### config.mk
export PLATFORM = sky130hd
export DESIGN_NAME = sram_like_arbiter
export DESIGN_NICKNAME = d
export VERILOG_FILES = /design/src/rtl/sram_arb_pkg.sv /design/src/rtl/sram_id_fifo.sv /design/src/rtl/sram_like_arbiter.sv
export SDC_FILE = /design/constraint.sdc
export NUM_CORES = 1
export LEC_CHECK = 0
export ABC_AREA = 1
export ABC_CLOCK_PERIOD_IN_PS = 3300
export CORE_AREA = 2 2 121 123
export DETAILED_ROUTE_END_ITERATION = 6
export DIE_AREA = 0 0 123 125
export PLACE_DENSITY_LB_ADDON = 0.15
export SYNTH_ARGS = -nofsm -noshare
export SYNTH_HDL_FRONTEND = slang
export SYNTH_SLANG_ARGS = --single-unit
export TNS_END_PERCENT = 100
### constraint.sdc
create_clock -name clk -period 3.3 [get_ports clk]
set_clock_uncertainty 0.2 [all_clocks]
set_input_delay 0.66 -clock clk [delete_from_list [all_inputs] [get_ports clk]]
set_output_delay 0.66 -clock clk [all_outputs]
set_load 0.005 [all_outputs]
### src/rtl/sram_arb_pkg.sv
// Shared IDs, transfer sizes and request payload type for the SRAM-like arbiter.
package sram_arb_pkg;

    localparam logic ID_INST = 1'b0;
    localparam logic ID_DATA = 1'b1;

    localparam logic [1:0] SIZE_BYTE = 2'd0;
    localparam logic [1:0] SIZE_HALF = 2'd1;
    localparam logic [1:0] SIZE_WORD = 2'd2;

    typedef struct packed {
        logic        wr;
        logic [1:0]  size;
        logic [31:0] addr;
        logic [31:0] wdata;
    } sram_req_t;

    function automatic sram_req_t pack_req(input logic wr, input logic [1:0] size,
                                           input logic [31:0] addr, input logic [31:0] wdata);
        sram_req_t r;
        r.wr    = wr;
        r.size  = size;
        r.addr  = addr;
        r.wdata = wdata;
        return r;
    endfunction

endpackage

### src/rtl/sram_id_fifo.sv
// In-order FIFO of 1-bit requester IDs for accepted-but-unanswered transfers.
module sram_id_fifo #(
    parameter int DEPTH = 4
) (
    input  logic clk,
    input  logic rst,
    input  logic push,
    input  logic pop,
    input  logic din,
    output logic full,
    output logic empty,
    output logic head
);
    localparam int PTR_W = $clog2(DEPTH);
    localparam int CNT_W = PTR_W + 1;

    logic [DEPTH-1:0] mem_reg;
    logic [PTR_W-1:0] wr_ptr_reg;
    logic [PTR_W-1:0] rd_ptr_reg;
    logic [CNT_W-1:0] count_reg;
    logic             do_push;
    logic             do_pop;

    assign full    = (count_reg == CNT_W'(DEPTH));
    assign empty   = (count_reg == '0);
    assign do_push = push & ~full;
    assign do_pop  = pop & ~empty;
    assign head    = mem_reg[rd_ptr_reg];

    // Storage needs no reset: entries are only read while counted as valid.
    generate
        for (genvar gi = 0; gi < DEPTH; gi++) begin : g_entry
            always_ff @(posedge clk) begin
                if (do_push && wr_ptr_reg == PTR_W'(gi))
                    mem_reg[gi] <= din;
            end
        end
    endgenerate

    always_ff @(posedge clk) begin
        if (rst) begin
            wr_ptr_reg <= '0;
            rd_ptr_reg <= '0;
            count_reg  <= '0;
        end else begin
            if (do_push)
                wr_ptr_reg <= wr_ptr_reg + 1'b1;
            if (do_pop)
                rd_ptr_reg <= rd_ptr_reg + 1'b1;
            case ({do_push, do_pop})
                2'b10:   count_reg <= count_reg + 1'b1;
                2'b01:   count_reg <= count_reg - 1'b1;
                default: count_reg <= count_reg;
            endcase
        end
    end

endmodule

### src/rtl/sram_like_arbiter.sv
// Merges instruction and data SRAM-like ports onto one master port.
// Define SRAM_ARB_ROUND_ROBIN_EN for round-robin on contention (default: data over inst).
module sram_like_arbiter
    import sram_arb_pkg::*;
#(
    parameter int MAX_OUTSTANDING = 4
) (
    input  logic        clk,
    input  logic        rst,
    input  logic        i_req,
    input  logic        i_wr,
    input  logic [1:0]  i_size,
    input  logic [31:0] i_addr,
    input  logic [31:0] i_wdata,
    output logic [31:0] i_rdata,
    output logic        i_addr_ok,
    output logic        i_data_ok,
    input  logic        d_req,
    input  logic        d_wr,
    input  logic [1:0]  d_size,
    input  logic [31:0] d_addr,
    input  logic [31:0] d_wdata,
    output logic [31:0] d_rdata,
    output logic        d_addr_ok,
    output logic        d_data_ok,
    output logic        m_req,
    output logic        m_wr,
    output logic [1:0]  m_size,
    output logic [31:0] m_addr,
    output logic [31:0] m_wdata,
    input  logic [31:0] m_rdata,
    input  logic        m_addr_ok,
    input  logic        m_data_ok
);
    logic      lock_reg;
    logic      lock_grant_reg;
    logic      grant;
    logic      grant_valid;
    logic      accept;
    logic      resp_valid;
    logic      fifo_full;
    logic      fifo_empty;
    logic      fifo_head;
    sram_req_t i_pkt;
    sram_req_t d_pkt;
    sram_req_t m_pkt;

`ifdef SRAM_ARB_ROUND_ROBIN_EN
    logic last_winner_reg;

    always_ff @(posedge clk) begin
        if (rst)
            last_winner_reg <= ID_INST;
        else if (accept)
            last_winner_reg <= grant;
    end
`endif

    // While locked the stalled requester keeps the port regardless of priority.
    always_comb begin
        grant       = ID_INST;
        grant_valid = 1'b0;
        if (lock_reg) begin
            grant       = lock_grant_reg;
            grant_valid = (lock_grant_reg == ID_DATA) ? d_req : i_req;
        end else if (i_req && d_req) begin
`ifdef SRAM_ARB_ROUND_ROBIN_EN
            grant = ~last_winner_reg;
`else
            grant = ID_DATA;
`endif
            grant_valid = 1'b1;
        end else if (d_req) begin
            grant       = ID_DATA;
            grant_valid = 1'b1;
        end else if (i_req) begin
            grant       = ID_INST;
            grant_valid = 1'b1;
        end
    end

    assign i_pkt = pack_req(i_wr, i_size, i_addr, i_wdata);
    assign d_pkt = pack_req(d_wr, d_size, d_addr, d_wdata);
    assign m_pkt = grant_valid ? ((grant == ID_DATA) ? d_pkt : i_pkt) : '0;

    // Full blocks m_req even on a same-cycle pop, keeping m_data_ok off the m_req path.
    assign m_req   = grant_valid & ~fifo_full;
    assign m_wr    = m_pkt.wr;
    assign m_size  = m_pkt.size;
    assign m_addr  = m_pkt.addr;
    assign m_wdata = m_pkt.wdata;

    assign accept    = m_req & m_addr_ok;
    assign i_addr_ok = accept & (grant == ID_INST);
    assign d_addr_ok = accept & (grant == ID_DATA);

    assign resp_valid = m_data_ok & ~fifo_empty;
    assign i_data_ok  = resp_valid & (fifo_head == ID_INST);
    assign d_data_ok  = resp_valid & (fifo_head == ID_DATA);
    assign i_rdata    = m_rdata;
    assign d_rdata    = m_rdata;

    always_ff @(posedge clk) begin
        if (rst) begin
            lock_reg       <= 1'b0;
            lock_grant_reg <= ID_INST;
        end else if (!lock_reg) begin
            if (m_req && !m_addr_ok) begin
                lock_reg       <= 1'b1;
                lock_grant_reg <= grant;
            end
        end else if (m_addr_ok) begin
            lock_reg <= 1'b0;
        end
    end

    sram_id_fifo #(
        .DEPTH(MAX_OUTSTANDING)
    ) u_id_fifo (
        .clk  (clk),
        .rst  (rst),
        .push (accept),
        .pop  (m_data_ok),
        .din  (grant),
        .full (fifo_full),
        .empty(fifo_empty),
        .head (fifo_head)
    );

endmodule

==> flow_summary.rst, run 1 <==
.. list-table::
   :header-rows: 1

   * - Metric
     - Value
   * - Run status
     - finished, final reports clean
   * - Final setup violation count
     - 0
   * - MaxCap Viol Count
     - 0
   * - Total number of placement rows
     - 44
   * - Number of buffers added to fix hold violations after cts
     - 0
   * - Antenna viol nets, final
     - 0
   * - Terminating pin of the worst hold path
     - u_id_fifo.count_reg[0]$_SDFFE_PP0P_
   * - Number of primary I/O pins
     - between 300 and 400
   * - GRT Overall Usage
     - 0.123
   * - Core Region
     - ~0.014 sq mm
   * - Total wirelength of the detailed-routed design
     - 10.4 mm
   * - Die ar.
     - 0.0154 sq mm
   * - Number of cells on the worst reg-to-reg path
     - 12
   * - Leading post-synthesis cells by cell area
     - nor2_1 (25%), buf_4 (22%), o21ai_0 (14%)
   * - Mean Syn Cell Area
     - 5.66 sq um
   * - Non-filler cells in the finished layout
     - 716
   * - CTS Buf Count
     - 3
   * - Number of nets in the final layout
     - 711
   * - Post-synth design cell area
     - 0.00219 sq mm
   * - Internal portion of total power
     - 914 uW
   * - Main combinational cell family by area after synthesis
     - simple AND/OR/NAND/NOR gates
   * - Critical path class
     - in2out
   * - Net switching fraction of the power
     - 0.358
   * - Cell with the most instances after synthesis
     - nor2_1
   * - Cell area after placement
     - 0.00409 sq mm
   * - Worst slew margin
     - 0.818
   * - Num Clock Sinks
     - 13
   * - Area added between synthesis and finish
     - 94.0%
   * - Iter 0 DRT Violations
     - 77
   * - Sw power
     - between 500 and 600 uW
   * - Simple-gate area share of the yosys netlist
     - 0.324
   * - Fraction of post-synthesis cell area in the top cell type by area
     - 0.248
   * - Gate Count Post-Synth
     - 387
   * - Kind of launch point of the worst setup path
     - input pin
   * - Parity-gate share of the synthesized area counting xor and xnor cells
     - 0.00400
   * - Fraction of synthesized area in multiplexers
     - 0
   * - Tightest Pin Transition
     - 0.272 ns
   * - Post-route met1 wirelength
     - slightly above 4 mm
   * - Power density over the cells
     - 335 mW/mm^2
   * - Wire length of the first global-routing pass
     - about 15 mm
   * - Async set-or-reset flop fraction in the synthesized netlist
     - 0
   * - Combinational group share of total power
     - 0.685
   * - Via count of the first global-routing pass
     - approximately 2800
   * - Largest net degree at the start of global routing
     - 38
   * - Number of detailed-route iterations in the first pass
     - 4
   * - Final critical path time including I/O delays and setup
     - 3.22 ns
   * - VDD IR max
     - 0.167 mV
   * - Maximum clock insertion buffer count
     - 2
   * - Final global-route overflow total
     - 0
   * - Met3 WL
     - 869 um
   * - Ratio of final minimum period to clock period
     - 0.977
   * - Worst hold-check path type
     - reg2reg
   * - Net Count, Synth
     - 565
   * - Vertical die dimension
     - approximately 130 um
   * - Reg-to-reg startpoint
     - lock_reg$_SDFF_PP0_
   * - Final hold violation count
     - 0
   * - Count of flip-flops with a built-in enable after synthesis
     - 4
   * - Peak clock frequency supported by timing
     - 310 MHz
   * - Antenna violations before repair
     - 0
   * - Complex-gate fraction of the synthesized area
     - 0.180
   * - Antenna Cells
     - 0
   * - Flop pwr share
     - 0.155
   * - Clk Tree Root Cell
     - clkbuf_16
   * - CTS tree
     - done
   * - Final cell area excluding filler cells
     - 0.00425 sq mm
   * - Final max-slew violation count
     - 0
   * - Top FF cell, synth
     - dfxtp_1
   * - Number of flip-flops in the largest register
     - 4
   * - Initial Utilization
     - 0.154
   * - Startpoint of the most critical hold path
     - u_id_fifo.count_reg[0]$_SDFFE_PP0P_
   * - WP data arrival
     - 2.36 ns
   * - Highest routing layer actually used
     - met4
   * - Proportion of power drawn by the clock network
     - 0.160
   * - Number of warnings issued by yosys
     - 0
   * - Adder and majority cell fraction of the synthesized area
     - 0.0377
   * - WL/cell
     - 14.5 um
   * - Destination of the worst register-to-register timing path
     - u_id_fifo.count_reg[2]$_SDFFE_PP0P_
   * - Leak Pwr
     - 1.77 nW
   * - Cell count of the worst hold path
     - 1
   * - Met2 Wirelength
     - approximately 5.2 mm
   * - Distinct cell type count after synthesis
     - 24
   * - Routed vias/inst
     - slightly below 4
   * - Count of unresolved DRC violations after routing
     - 0
   * - Synthesis-stage register bit count
     - 13
   * - I/O Buffers
     - 211
   * - H-Tree Level Count
     - 1
   * - Register-to-register setup slack
     - 0.98 ns
   * - Overall die width
     - 123 um
   * - Sequential share of the synthesized area
     - 0.137
   * - Worst skew pair latency
     - 0.24 ns
   * - Placed Instances
     - 710
   * - Sum of net half-perimeters after detailed placement
     - between 8 and 9 mm
   * - Detailed-route via count
     - 2826
   * - Commonest cells post-synth
     - nor2_1 (145), buf_4 (65), o21ai_0 (60)
   * - Cell type contributing the most total cell area after synthesis
     - nor2_1
   * - Clk pin slew, worst setup/hold paths
     - ~0.04 ns
   * - Kind of capture point of the worst setup path
     - primary output
   * - Share of layout cells above drive strength 1
     - 0.0526
   * - Largest fanout on the critical path
     - 14
   * - RSZ-0062 raised after global routing
     - no
   * - Final weighted congestion in routability-driven placement
     - approximately 0.84
   * - Required @ worst endpoint
     - 2.44 ns
what timing repair did:
action | in CTS | in global routing
endpoints found under the setup margin | 4 | 57
buffers inserted | 0 | 0
gates resized for setup | 2 | 10
gates cloned | 0 | 2
pin swaps | 0 | 2
power groups by stage:
stage | clock, mW | combinational, mW | sequential (mW)
after floorplan | 0 | 0.450 | 0.218
after CTS | 0.232 | 0.974 | 0.221
after global placement | 0 | 0.967 | 0.222
final | 0.227 | 0.975 | 0.221
after global routing | 0.241 | 1.08 | 0.225
after detailed placement | 0 | 0.970 | 0.223
kinds of logic after synthesis:
group                    after synthesis
AND/OR/NAND/NOR                      179
buffers and inverters                109
AO/OA/AOI/OAI                         79
flip-flops                            13
adder cells (fa/ha/maj)                6
XOR/XNOR                               1
critical path, stage by stage:
cell,delay [ns]
clkdlybuf4s50_1,0.50
nand2_1,0.11
nand2_4,0.14
buf_6,0.17
o21ai_1,0.09
nor2_2,0.14
clkdlybuf4s50_1,0.54
cells in the final DEF, fill, tap and decap left out, drive strengths merged:
cell type	n
buf	13
clkbuf	6
nor2	145
o21ai	71
or2	1
nand3	6
xor2	1
clkdlybuf4s50	206
fa	1
dlymetal6s2s	4
inv	24
edfxtp	4
nand2	24
ha	5
dfxtp	9
a21oi	8
nand4	3
dlygate4sd2	1
layer usage:
metal  track usage  vias to the layer above
li1              -                     1443
met1         0.146                     1242
met2         0.216                      122
met3        0.0356                       19
met4        0.0307                        0
met5             0                        -
how the worst max path moves through the flow:
stage / from / end / slack, ns / cells after the start
6_report: i_req / m_addr[15] / 0.08 / 7
5_1_grt: i_req / d_addr_ok / 0.007 / 7
4_1_cts: d_req / m_addr[15] / -0.02 / 8
3_5_place_dp: d_req / m_addr[14] / -0.02 / 9
3_3_place_gp: d_req / m_addr[15] / -0.05 / 8
2_1_floorplan: i_req / u_id_fifo.count_reg[2]$_SDFFE_PP0P_ / 1.10 / 10
cell type report:
class / count / area (sq um)
flip-flops and latches: 13 / 300
multi-input cells: 265 / 1210
fillers: 1600 / 9950
inverters: 24 / 95.1
clock buffers: 4 / 78.8
repair buffers: 226 / 2340
well taps: 184 / 230
stage by stage:
step	setup slack [ns]	power [mW]	util	hold WS [ns]	TNS, ns
after floorplan	1.10	0.668	-	0.222	0
after CTS	-0.0222	1.43	0.294	0.254	-0.0405
after detailed placement	-0.0208	1.19	0.288	0.245	-0.0430
after global placement	-0.0488	1.19	0.288	0.236	-0.116
after global routing	0.00671	1.54	0.299	0.278	0
final	0.0770	1.42	0.299	0.249	0
No activity file was read; power rests on OpenSTA's default activity.
==> inputs of run 2 (changes only) <==
Settings changed: ABC_CLOCK_PERIOD_IN_PS 3300 to 3200, CORE_AREA 2 2 121 123 to 2 2 119 121, DIE_AREA 0 0 123 125 to 0 0 121 123, SKIP_CTS_REPAIR_TIMING set to 1.
Clock period 3.3 ns to 3.2 ns, I/O delays scaled along.
==> flow_summary.rst, run 2 (synthesized netlist as in run 1, its figures left out) <==
.. list-table::
   :header-rows: 1

   * - Metric
     - Value
   * - Num Clock Sinks
     - 13
   * - Post-layout utilization of the core
     - 0.343
   * - Wire length of the first global-routing pass
     - approximately 15 mm
   * - Count of unresolved DRC violations after routing
     - 0
   * - CTS tree
     - done
   * - CTS Buf Count
     - 3
   * - Final critical path time including I/O delays and setup
     - approximately 3.1 ns
   * - VDD IR max
     - 0.216 mV
   * - Clk Tree Root Cell
     - clkbuf_16
   * - Total number of placement rows
     - 43
   * - Dpl ws
     - -0.140 ns
   * - Antenna violations before repair
     - 0
   * - Hold Slack
     - 0.248 ns
   * - Core Region
     - 0.0136 sq mm
   * - Tightest Pin Transition
     - 0.272 ns
   * - Final global-route overflow total
     - 0
   * - Final hold violation count
     - 0
   * - Critical path class
     - in2out
   * - MaxCap Viol Count
     - 0
   * - Kind of launch point of the worst setup path
     - input pin
   * - Worst skew pair latency
     - 0.24 ns
   * - Crit path largest cell delay
     - 0.51 ns
   * - Die ar.
     - around 0.015 sq mm
   * - Total wirelength of the detailed-routed design
     - 11.9 mm
   * - Via count of the first global-routing pass
     - 2783
   * - Clk pin slew, worst setup/hold paths
     - approximately 0.050 ns
   * - Power density over the cells
     - ~330 mW/mm^2
   * - Sum of negative setup slack
     - 0 ns
   * - Sum of net half-perimeters after detailed placement
     - ~9.1 mm
   * - Number of flip-flops in the largest register
     - 4
   * - Family with the most delay on the worst path
     - buffers and inverters
   * - Number of primary I/O pins
     - 308
   * - Vertical die dimension
     - 123 um
   * - WP data arrival
     - 2.27 ns
   * - RSZ-0062 raised after global routing
     - no
   * - Ratio of final minimum period to clock period
     - 0.973
   * - Number of nets in the final layout
     - 727
   * - Commonest cells after routing, fill and taps aside
     - clkdlybuf4s50_1 (144), nor2_1 (143), dlymetal6s2s_1 (67)
   * - Initial Utilization
     - 0.161
   * - GRT Overall Usage
     - 0.132
   * - Cell-by-cell trace of the critical path
     - clkdlybuf4s50_1, nand2_1, nand2_4, buf_12, buf_12, o21ai_0, nor2_1, clkdlybuf4s50_1
   * - Kind of capture point of the worst setup path
     - primary output
   * - Largest fanout on the critical path
     - 14
   * - Maximum clock insertion buffer count
     - 2
   * - WL/cell
     - 16.3 um
   * - Post-route worst setup slack
     - around 0.086 ns
   * - Antenna Cells
     - 0
   * - Overall die width
     - ~120 um
   * - Peak clock frequency supported by timing
     - 321 MHz
   * - Iter 0 DRT Violations
     - between 100 and 150
   * - Register Area
     - roughly 300 sq um
   * - Antenna viol nets, final
     - 0
   * - Final weighted congestion in routability-driven placement
     - 0.807
   * - Worst hold-check path type
     - reg2reg
   * - Final max-slew violation count
     - 0
   * - Routed vias/inst
     - 4.00
   * - Area occupied by multi-input gates
     - 0.00123 sq mm
   * - Leak Pwr
     - 2.61 nW
   * - Commonest non-fill, non-tap cell in the layout
     - clkdlybuf4s50_1
   * - Buffers plus inverters on the worst setup path
     - 4
   * - Largest net degree at the start of global routing
     - 40
   * - Number of fillers in the final layout
     - 1485
   * - Slowest CP cell
     - clkdlybuf4s50_1
   * - Area added between synthesis and finish
     - 113%
   * - Run status
     - finished, final reports clean
   * - Worst slew margin
     - 0.818
   * - H-Tree Level Count
     - 1
   * - Number of detailed-route iterations in the first pass
     - 4
   * - I/O Buffers
     - 211
   * - Share of layout cells above drive strength 1
     - 0.0858
   * - Required @ worst endpoint
     - 2.36 ns
   * - Detailed-route via count
     - 2912
   * - Final setup violation count
     - 0
[run 2: cell types whose count changed in the layout (fill, tap and decap cells not counted), sizes merged]
cell	delta
clkbuf	+2
dlygate4sd2	-1
inv	-1
buf	+13
clkinv	+2
clkdlybuf4s50	-62
dlymetal6s2s	+63
[run 2: per-stage QoR]
step                std cells  power (mW)  area [sq um]
CTS                       715        1.50          4240
detailed placement        711        1.25          4160
floorplan                 387       0.689          2190
global route              728        1.66          4670
global placement          711        1.25          4160
finish                    728        1.54          4670
[run 2: power by group]
part | internal [mW] | switching [mW] | leakage [nW] | total, mW
registers | 0.205 | 0.0223 | 0.111 | 0.227
logic | 0.607 | 0.467 | 2.45 | 1.07
clock network | 0.167 | 0.0749 | 0.0409 | 0.242
[run 2: final timing paths]
path,start,end,slack [ns],cells past startpoint
min,u_id_fifo.count_reg[0]$_SDFFE_PP0P_,u_id_fifo.count_reg[0]$_SDFFE_PP0P_,0.25,1
min reg2reg,u_id_fifo.count_reg[0]$_SDFFE_PP0P_,u_id_fifo.count_reg[0]$_SDFFE_PP0P_,0.25,1
max,d_req,m_addr[30],0.09,8
max reg2reg,lock_reg$_SDFF_PP0_,u_id_fifo.count_reg[2]$_SDFFE_PP0P_,0.76,13
[run 2: cell type report]
| cell class | instances | share of cell area |
|---|---|---|
| clock buffer | 3 | 0.0161 |
| tap | 180 | 0.0482 |
| inverter | 24 | 0.0220 |
| timing repair buffer | 242 | 0.586 |
| clock inverter | 1 | 0.00107 |
| multi-input combinational | 265 | 0.263 |
| sequential | 13 | 0.0643 |
[run 2: metal layers]
layer / track usage / routed length, um / share of wire
met1: 0.148 / 4670 / 0.39
met2: 0.250 / 6270 / 0.53
met3: 0.0304 / 745 / 0.063
met4: 0.0305 / 178 / 0.015
met5: 0 / 0 / 0
